### config.mk
export PLATFORM = sky130hd
export DESIGN_NAME = rx_word_assembler
export DESIGN_NICKNAME = d
export VERILOG_FILES = /design/src/rtl/rx_word_assembler_pkg.sv /design/src/rtl/rx_word_fifo.sv /design/src/rtl/rx_word_assembler.sv
export SDC_FILE = /design/constraint.sdc
export NUM_CORES = 1
export LEC_CHECK = 0
export ABC_AREA = 1
export CORE_MARGIN = 2
export CORE_UTILIZATION = 40
export CTS_CLUSTER_SIZE = 8
export DETAILED_ROUTE_END_ITERATION = 16
export SYNTH_ARGS = -nofsm -noshare
export SYNTH_HDL_FRONTEND = slang
export SYNTH_SLANG_ARGS = --single-unit
### constraint.sdc
create_clock -name clk -period 2.6 [get_ports clk]
set_input_delay 0.52 -clock clk [delete_from_list [all_inputs] [get_ports clk]]
set_output_delay 0.52 -clock clk [all_outputs]
set_load 0.02 [all_outputs]
### src/rtl/rx_word_assembler_pkg.sv
// Shared definitions for the RX word assembly path: default word width and
// the serial bit-order selector.
package rx_word_assembler_pkg;

  localparam int DEFAULT_DATA_WIDTH = 8;

  typedef enum logic {
    BIT_ORDER_LSB = 1'b0,  // first received bit lands in bit 0 (USB order)
    BIT_ORDER_MSB = 1'b1   // first received bit lands in bit DATA_WIDTH-1
  } bit_order_e;

endpackage

### src/rtl/rx_word_fifo.sv
// Small synchronous FIFO with extra-MSB pointers; a push into a full FIFO is
// accepted only when a pop happens on the same edge.
module rx_word_fifo #(
  parameter int WIDTH = 8,
  parameter int DEPTH = 4
) (
  input  logic             clk,
  input  logic             n_rst,
  input  logic             push,
  input  logic [WIDTH-1:0] wr_data,
  input  logic             pop,
  output logic [WIDTH-1:0] rd_data,
  output logic             full,
  output logic             empty
);

  localparam int AW = $clog2(DEPTH);

  logic [WIDTH-1:0] mem [DEPTH];
  logic [AW:0]      wr_ptr;
  logic [AW:0]      rd_ptr;
  logic             push_ok;
  logic             pop_ok;

  assign empty   = (wr_ptr == rd_ptr);
  assign full    = (wr_ptr[AW] != rd_ptr[AW]) && (wr_ptr[AW-1:0] == rd_ptr[AW-1:0]);
  assign pop_ok  = pop && !empty;
  assign push_ok = push && (!full || pop_ok);
  assign rd_data = mem[rd_ptr[AW-1:0]];

  always_ff @(posedge clk or negedge n_rst) begin
    if (!n_rst) begin
      wr_ptr <= '0;
      rd_ptr <= '0;
    end else begin
      if (push_ok) wr_ptr <= wr_ptr + 1'b1;
      if (pop_ok)  rd_ptr <= rd_ptr + 1'b1;
    end
  end

  // NOTE: storage is deliberately left out of reset; the pointers alone
  // define which entries are meaningful, and a reset memory costs a mux per bit.
  always_ff @(posedge clk) begin
    if (push_ok) mem[wr_ptr[AW-1:0]] <= wr_data;
  end

endmodule

### src/rtl/rx_word_assembler.sv
// Deserialises the bit-strobed RX stream into words, queues them behind a
// valid/ready handshake and flags alignment errors and overruns.
module rx_word_assembler
  import rx_word_assembler_pkg::*;
#(
  parameter int DATA_WIDTH = DEFAULT_DATA_WIDTH,
  parameter int MSB_FIRST  = 0,
  parameter int FIFO_DEPTH = 4,
  parameter int CNT_WIDTH  = 10
) (
  input  logic                  clk,
  input  logic                  n_rst,
  input  logic                  shift_en,
  input  logic                  serial_in,
  input  logic                  clear,
  input  logic                  eop,
  input  logic                  data_ready,
  output logic [DATA_WIDTH-1:0] data_out,
  output logic                  data_valid,
  output logic                  word_rcv,
  output logic                  align_err,
  output logic                  overrun,
  output logic [CNT_WIDTH-1:0]  word_count
);

  localparam bit_order_e ORDER = (MSB_FIRST != 0) ? BIT_ORDER_MSB : BIT_ORDER_LSB;
  localparam int CW = $clog2(DATA_WIDTH);
  localparam logic [CW-1:0] LAST_CNT = CW'(DATA_WIDTH - 1);

  logic [DATA_WIDTH-1:0] shift_q;
  logic [DATA_WIDTH-1:0] shift_d;
  logic [DATA_WIDTH-1:0] hold_q;
  logic [DATA_WIDTH-1:0] fifo_rd_data;
  logic [CW-1:0]         bit_cnt_q;
  logic [CW-1:0]         cnt_post;
  logic                  last_bit;
  logic                  push;
  logic                  pop;
  logic                  fifo_full;
  logic                  fifo_empty;

  // NOTE: every always_comb output gets a default first so no path can
  // leave it unassigned and infer a latch.
  always_comb begin
    shift_d  = shift_q;
    cnt_post = bit_cnt_q;
    last_bit = shift_en && (bit_cnt_q == LAST_CNT);
    if (shift_en) begin
      if (ORDER == BIT_ORDER_MSB) shift_d = {shift_q[DATA_WIDTH-2:0], serial_in};
      else                        shift_d = {serial_in, shift_q[DATA_WIDTH-1:1]};
      cnt_post = last_bit ? '0 : bit_cnt_q + 1'b1;
    end
  end

  // clear wins over a same-cycle final bit, so that word never reaches the FIFO.
  assign push       = last_bit && !clear;
  assign data_valid = !fifo_empty;
  assign pop        = data_valid && data_ready;
  assign data_out   = data_valid ? fifo_rd_data : hold_q;

  rx_word_fifo #(
    .WIDTH (DATA_WIDTH),
    .DEPTH (FIFO_DEPTH)
  ) u_fifo (
    .clk     (clk),
    .n_rst   (n_rst),
    .push    (push),
    .wr_data (shift_d),
    .pop     (pop),
    .rd_data (fifo_rd_data),
    .full    (fifo_full),
    .empty   (fifo_empty)
  );

  always_ff @(posedge clk or negedge n_rst) begin
    if (!n_rst) begin
      shift_q    <= '0;
      bit_cnt_q  <= '0;
      hold_q     <= '0;
      word_rcv   <= 1'b0;
      align_err  <= 1'b0;
      overrun    <= 1'b0;
      word_count <= '0;
    end else begin
      word_rcv  <= 1'b0;
      align_err <= 1'b0;
      // Keeps data_out on the last delivered word once the FIFO runs dry.
      if (pop) hold_q <= fifo_rd_data;
      if (clear) begin
        bit_cnt_q  <= '0;
        word_count <= '0;
        overrun    <= 1'b0;
      end else begin
        shift_q <= shift_d;
        if (eop) begin
          bit_cnt_q <= '0;
          align_err <= (cnt_post != '0);
        end else begin
          bit_cnt_q <= cnt_post;
        end
        if (last_bit) begin
          word_rcv <= 1'b1;
          if (word_count != '1) word_count <= word_count + 1'b1;
          if (fifo_full && !pop) overrun <= 1'b1;
        end
      end
    end
  end

endmodule

==> impl_metrics.yaml <==
floorplan:
  die_area_um2: 9290
  core_area_um2: 8260
  pin_count: 29
  start_util: 0.413
  die_w_um: 96.4
  row_count: 33
  dieHeight_um: 96.4
timing:
  whs_ns: 0.292
  max-slew-margin-rel: 0.398
  post-route-period-util: 0.915
  maxSlewViolCount: 0
  min_period_ns: 2.38
  worst_pin_slew_ns: 0.903
  fmax_mhz: 420
  finalSetupTns_ns: 0
  hold_violations: 0
  finClkSkew_ns: 0.0101
  finalSetupViolations: 0
  grt_setup_unrepaired: "no"
placement:
  gp_congestion: 0.771
  place_area_um2: 3830
  io_buffers: 28
  hpwl_um: 4420
finish:
  fillers: 800
  layout_common_cells: "nand2_1, inv_1, dfrtp_1, edfxtp_1, nor2_1"
  mostFrequentLayoutCell: "nand2_1"
  ff_latch_area_um2: 1910
  multiInputGateArea_um2: 1250
  antenna_cells: 0
  final_nets: 429
  drive_gt1_frac: 0.103
  stdcell_area_um2: 4050
  synthToLayoutAreaGrowth_pct: 18.6
logic_synthesis:
  avgSynthCellArea_um2: 9.08
  ys_ff_latch: 70
  ys_types: 30
  syn_inst: 376
  syn_area_um2: 3410
  seq_area_frac_synth: 0.560
  yosys_warnings: 0
  syn-num-nets: 391
power:
  power_density_nw_per_um2: 837
  pwr-share-seq: 0.398
  p_int_w: 0.00217
  comb_power_share: 0.342
  peakVddDrop_v: 0.000295
  pwr-share-clk: 0.260
  leakage_nw: 1.83
  p_sw_frac: 0.359
  power_switching_w: 0.00122
critical_path:
  crit_chain: "inv_1 > nand2_1 > nand2_1 > inv_1 > nand3_2 > nor2_1 > a21oi_2 > dlygate4sd2_1"
  crit_slowest_cell: "dfrtp_1"
  cp_data_arrival_time_ns: 1.86
  endpoint_kind: "primary output"
  cp_max_fo: 9
  cp-start-kind: "flip-flop"
  critPathMaxStageDelay_ns: 0.42
  crit_type: "reg -> out"
  cp_data_required_time_ns: 2.08
detailed_routing:
  drt-pass1-iter-count: 5
  wl_per_cell_um: 12.3
  via_count: 2477
  drt_iter0_drc: 64
  wirelength_um: 6440
  routed-wl-met3_um: 170
  antenna_left: 0
  wl_met2_um: 3030
  route.detailed.drc: 0
  highest_layer: "met4"
  met1_length_um: 3190
  via_per_inst: 4.73
min_path:
  min_path_type: "in -> async"
run_status:
  status: "finished clean"
grt:
  grt_first_pass_wirelength_um: 11000
  track_usage: 0.157
  grt_pass1_vias: 2335
  grt_start_max_net_pins: 39
  grt_overflow: 0
  antenna_found_initial: 0
cts:
  clkLatencyLatePin_ns: 0.34
  clk_pin_slew_ns: 0.08
  cts_buffers: 9
  cts_tree: "done"
  cts_setup_buffers: 0
  ctsHoldBuffers: 0
  cts_num_sinks: 70
  htree_num_levels: 3
  cts-root-buf: "clkbuf_8"
  cts_max_path_buffers: 2
flow_run:
  maxCapViolCount: 0
[layer usage]
metal / GRT usage / up-vias
li1: - / 1291
met1: 0.213 / 1157
met2: 0.245 / 27
met3: 0.0396 / 2
met4: 0.0575 / 0
met5: 0 / -
[path summary, 6_finish.rpt]
check                                              from                      to  slack [ns]  depth (start not counted)
setup / recovery           u_fifo.wr_ptr[0]$_DFFE_PN0P_             data_out[5]        0.22                          8
setup reg to reg           u_fifo.wr_ptr[0]$_DFFE_PN0P_   hold_q[6]$_DFFE_PN0P_        0.67                          8
max in group asynchronous                         n_rst  shift_q[4]$_DFFE_PN0N_        1.72                          1
min in group clk                  hold_q[5]$_DFFE_PN0P_   hold_q[5]$_DFFE_PN0P_        0.49                          2
hold reg to reg                   hold_q[5]$_DFFE_PN0P_   hold_q[5]$_DFFE_PN0P_        0.49                          2
hold / removal                                    n_rst   hold_q[4]$_DFFE_PN0P_        0.29                          1
[flip-flops by register name (all words and copies together), names as in the netlist]
register / cells
align_err: 1
bit_cnt_q: 3
hold_q: 8
overrun: 1
shift_q: 8
u_fifo.mem: 32
u_fifo.rd_ptr: 3
u_fifo.wr_ptr: 3
word_count: 10
word_rcv: 1
[power groups by stage]
stage          registers [W]  clock network (W)  logic [W]
2_1_floorplan        0.00135                  0   0.000855
3_3_place_gp         0.00137                  0    0.00120
3_5_place_dp         0.00137                  0    0.00122
4_1_cts              0.00135           0.000906    0.00118
5_1_grt              0.00136           0.000958    0.00131
6_report             0.00135           0.000881    0.00116
[cell usage after synthesis, drive strengths merged]
| cell type | n | area [µm²] |
|---|---|---|
| o211ai | 16 | 120 |
| clkinv | 1 | 3.75 |
| or2 | 1 | 6.26 |
| nand4 | 6 | 37.5 |
| xnor2 | 3 | 26.3 |
| edfxtp | 32 | 961 |
| nand3b | 1 | 7.51 |
| clkbuf | 3 | 11.3 |
| nand3 | 16 | 97.6 |
| nand2 | 118 | 445 |
| nor2 | 29 | 126 |
| ha | 8 | 100 |
| xor2 | 4 | 35.0 |
| dfrtp | 38 | 951 |
| inv | 51 | 191 |
| o21ai | 26 | 130 |
| a21oi | 12 | 90.1 |
| buf | 10 | 65.1 |
| o21bai | 1 | 7.51 |
[timing repair]
item / in CTS / in global routing
endpoints found under the setup margin: 9 / 1
endpoints found under the hold margin: 0 / 0
gates resized for setup: 11 / 1
gates cloned: 1 / 0
pin swaps: 2 / 0
[worst max-delay path, delay by kind of cell, from the launching register on]
kind                   cells  cell delay [ns]
DFF                        1             0.42
AOI/OAI and AO/OA          1             0.04
buffers and inverters      3             0.55
and+or+nand+nor            4             0.50
[stage by stage]
step	power (W)	setup WS (ns)	utilization	std cells
after floorplan	0.00220	0.673	-	376
after global placement	0.00256	0.239	0.463	507
after detailed placement	0.00259	0.162	0.463	507
after CTS	0.00344	0.0933	0.490	524
after global routing	0.00363	0.0237	0.490	524
final	0.00339	0.221	0.490	524
[cells by family after synthesis]
group / share of synthesized area
simple gates: 0.211
fa+ha+maj: 0.0293
xor+xnor: 0.0180
buf+inv: 0.0795
compound gates: 0.102
flops: 0.560
[final cells by class]
cell class,instances,share of cell area
repair buffers,39,0.0875
flip-flops and latches,70,0.472
clock inverters,5,0.0148
multi-input cells,242,0.310
well taps,105,0.0324
inverters,52,0.0482
clock buffers,11,0.0349
Power figures use the tool's default switching activity.
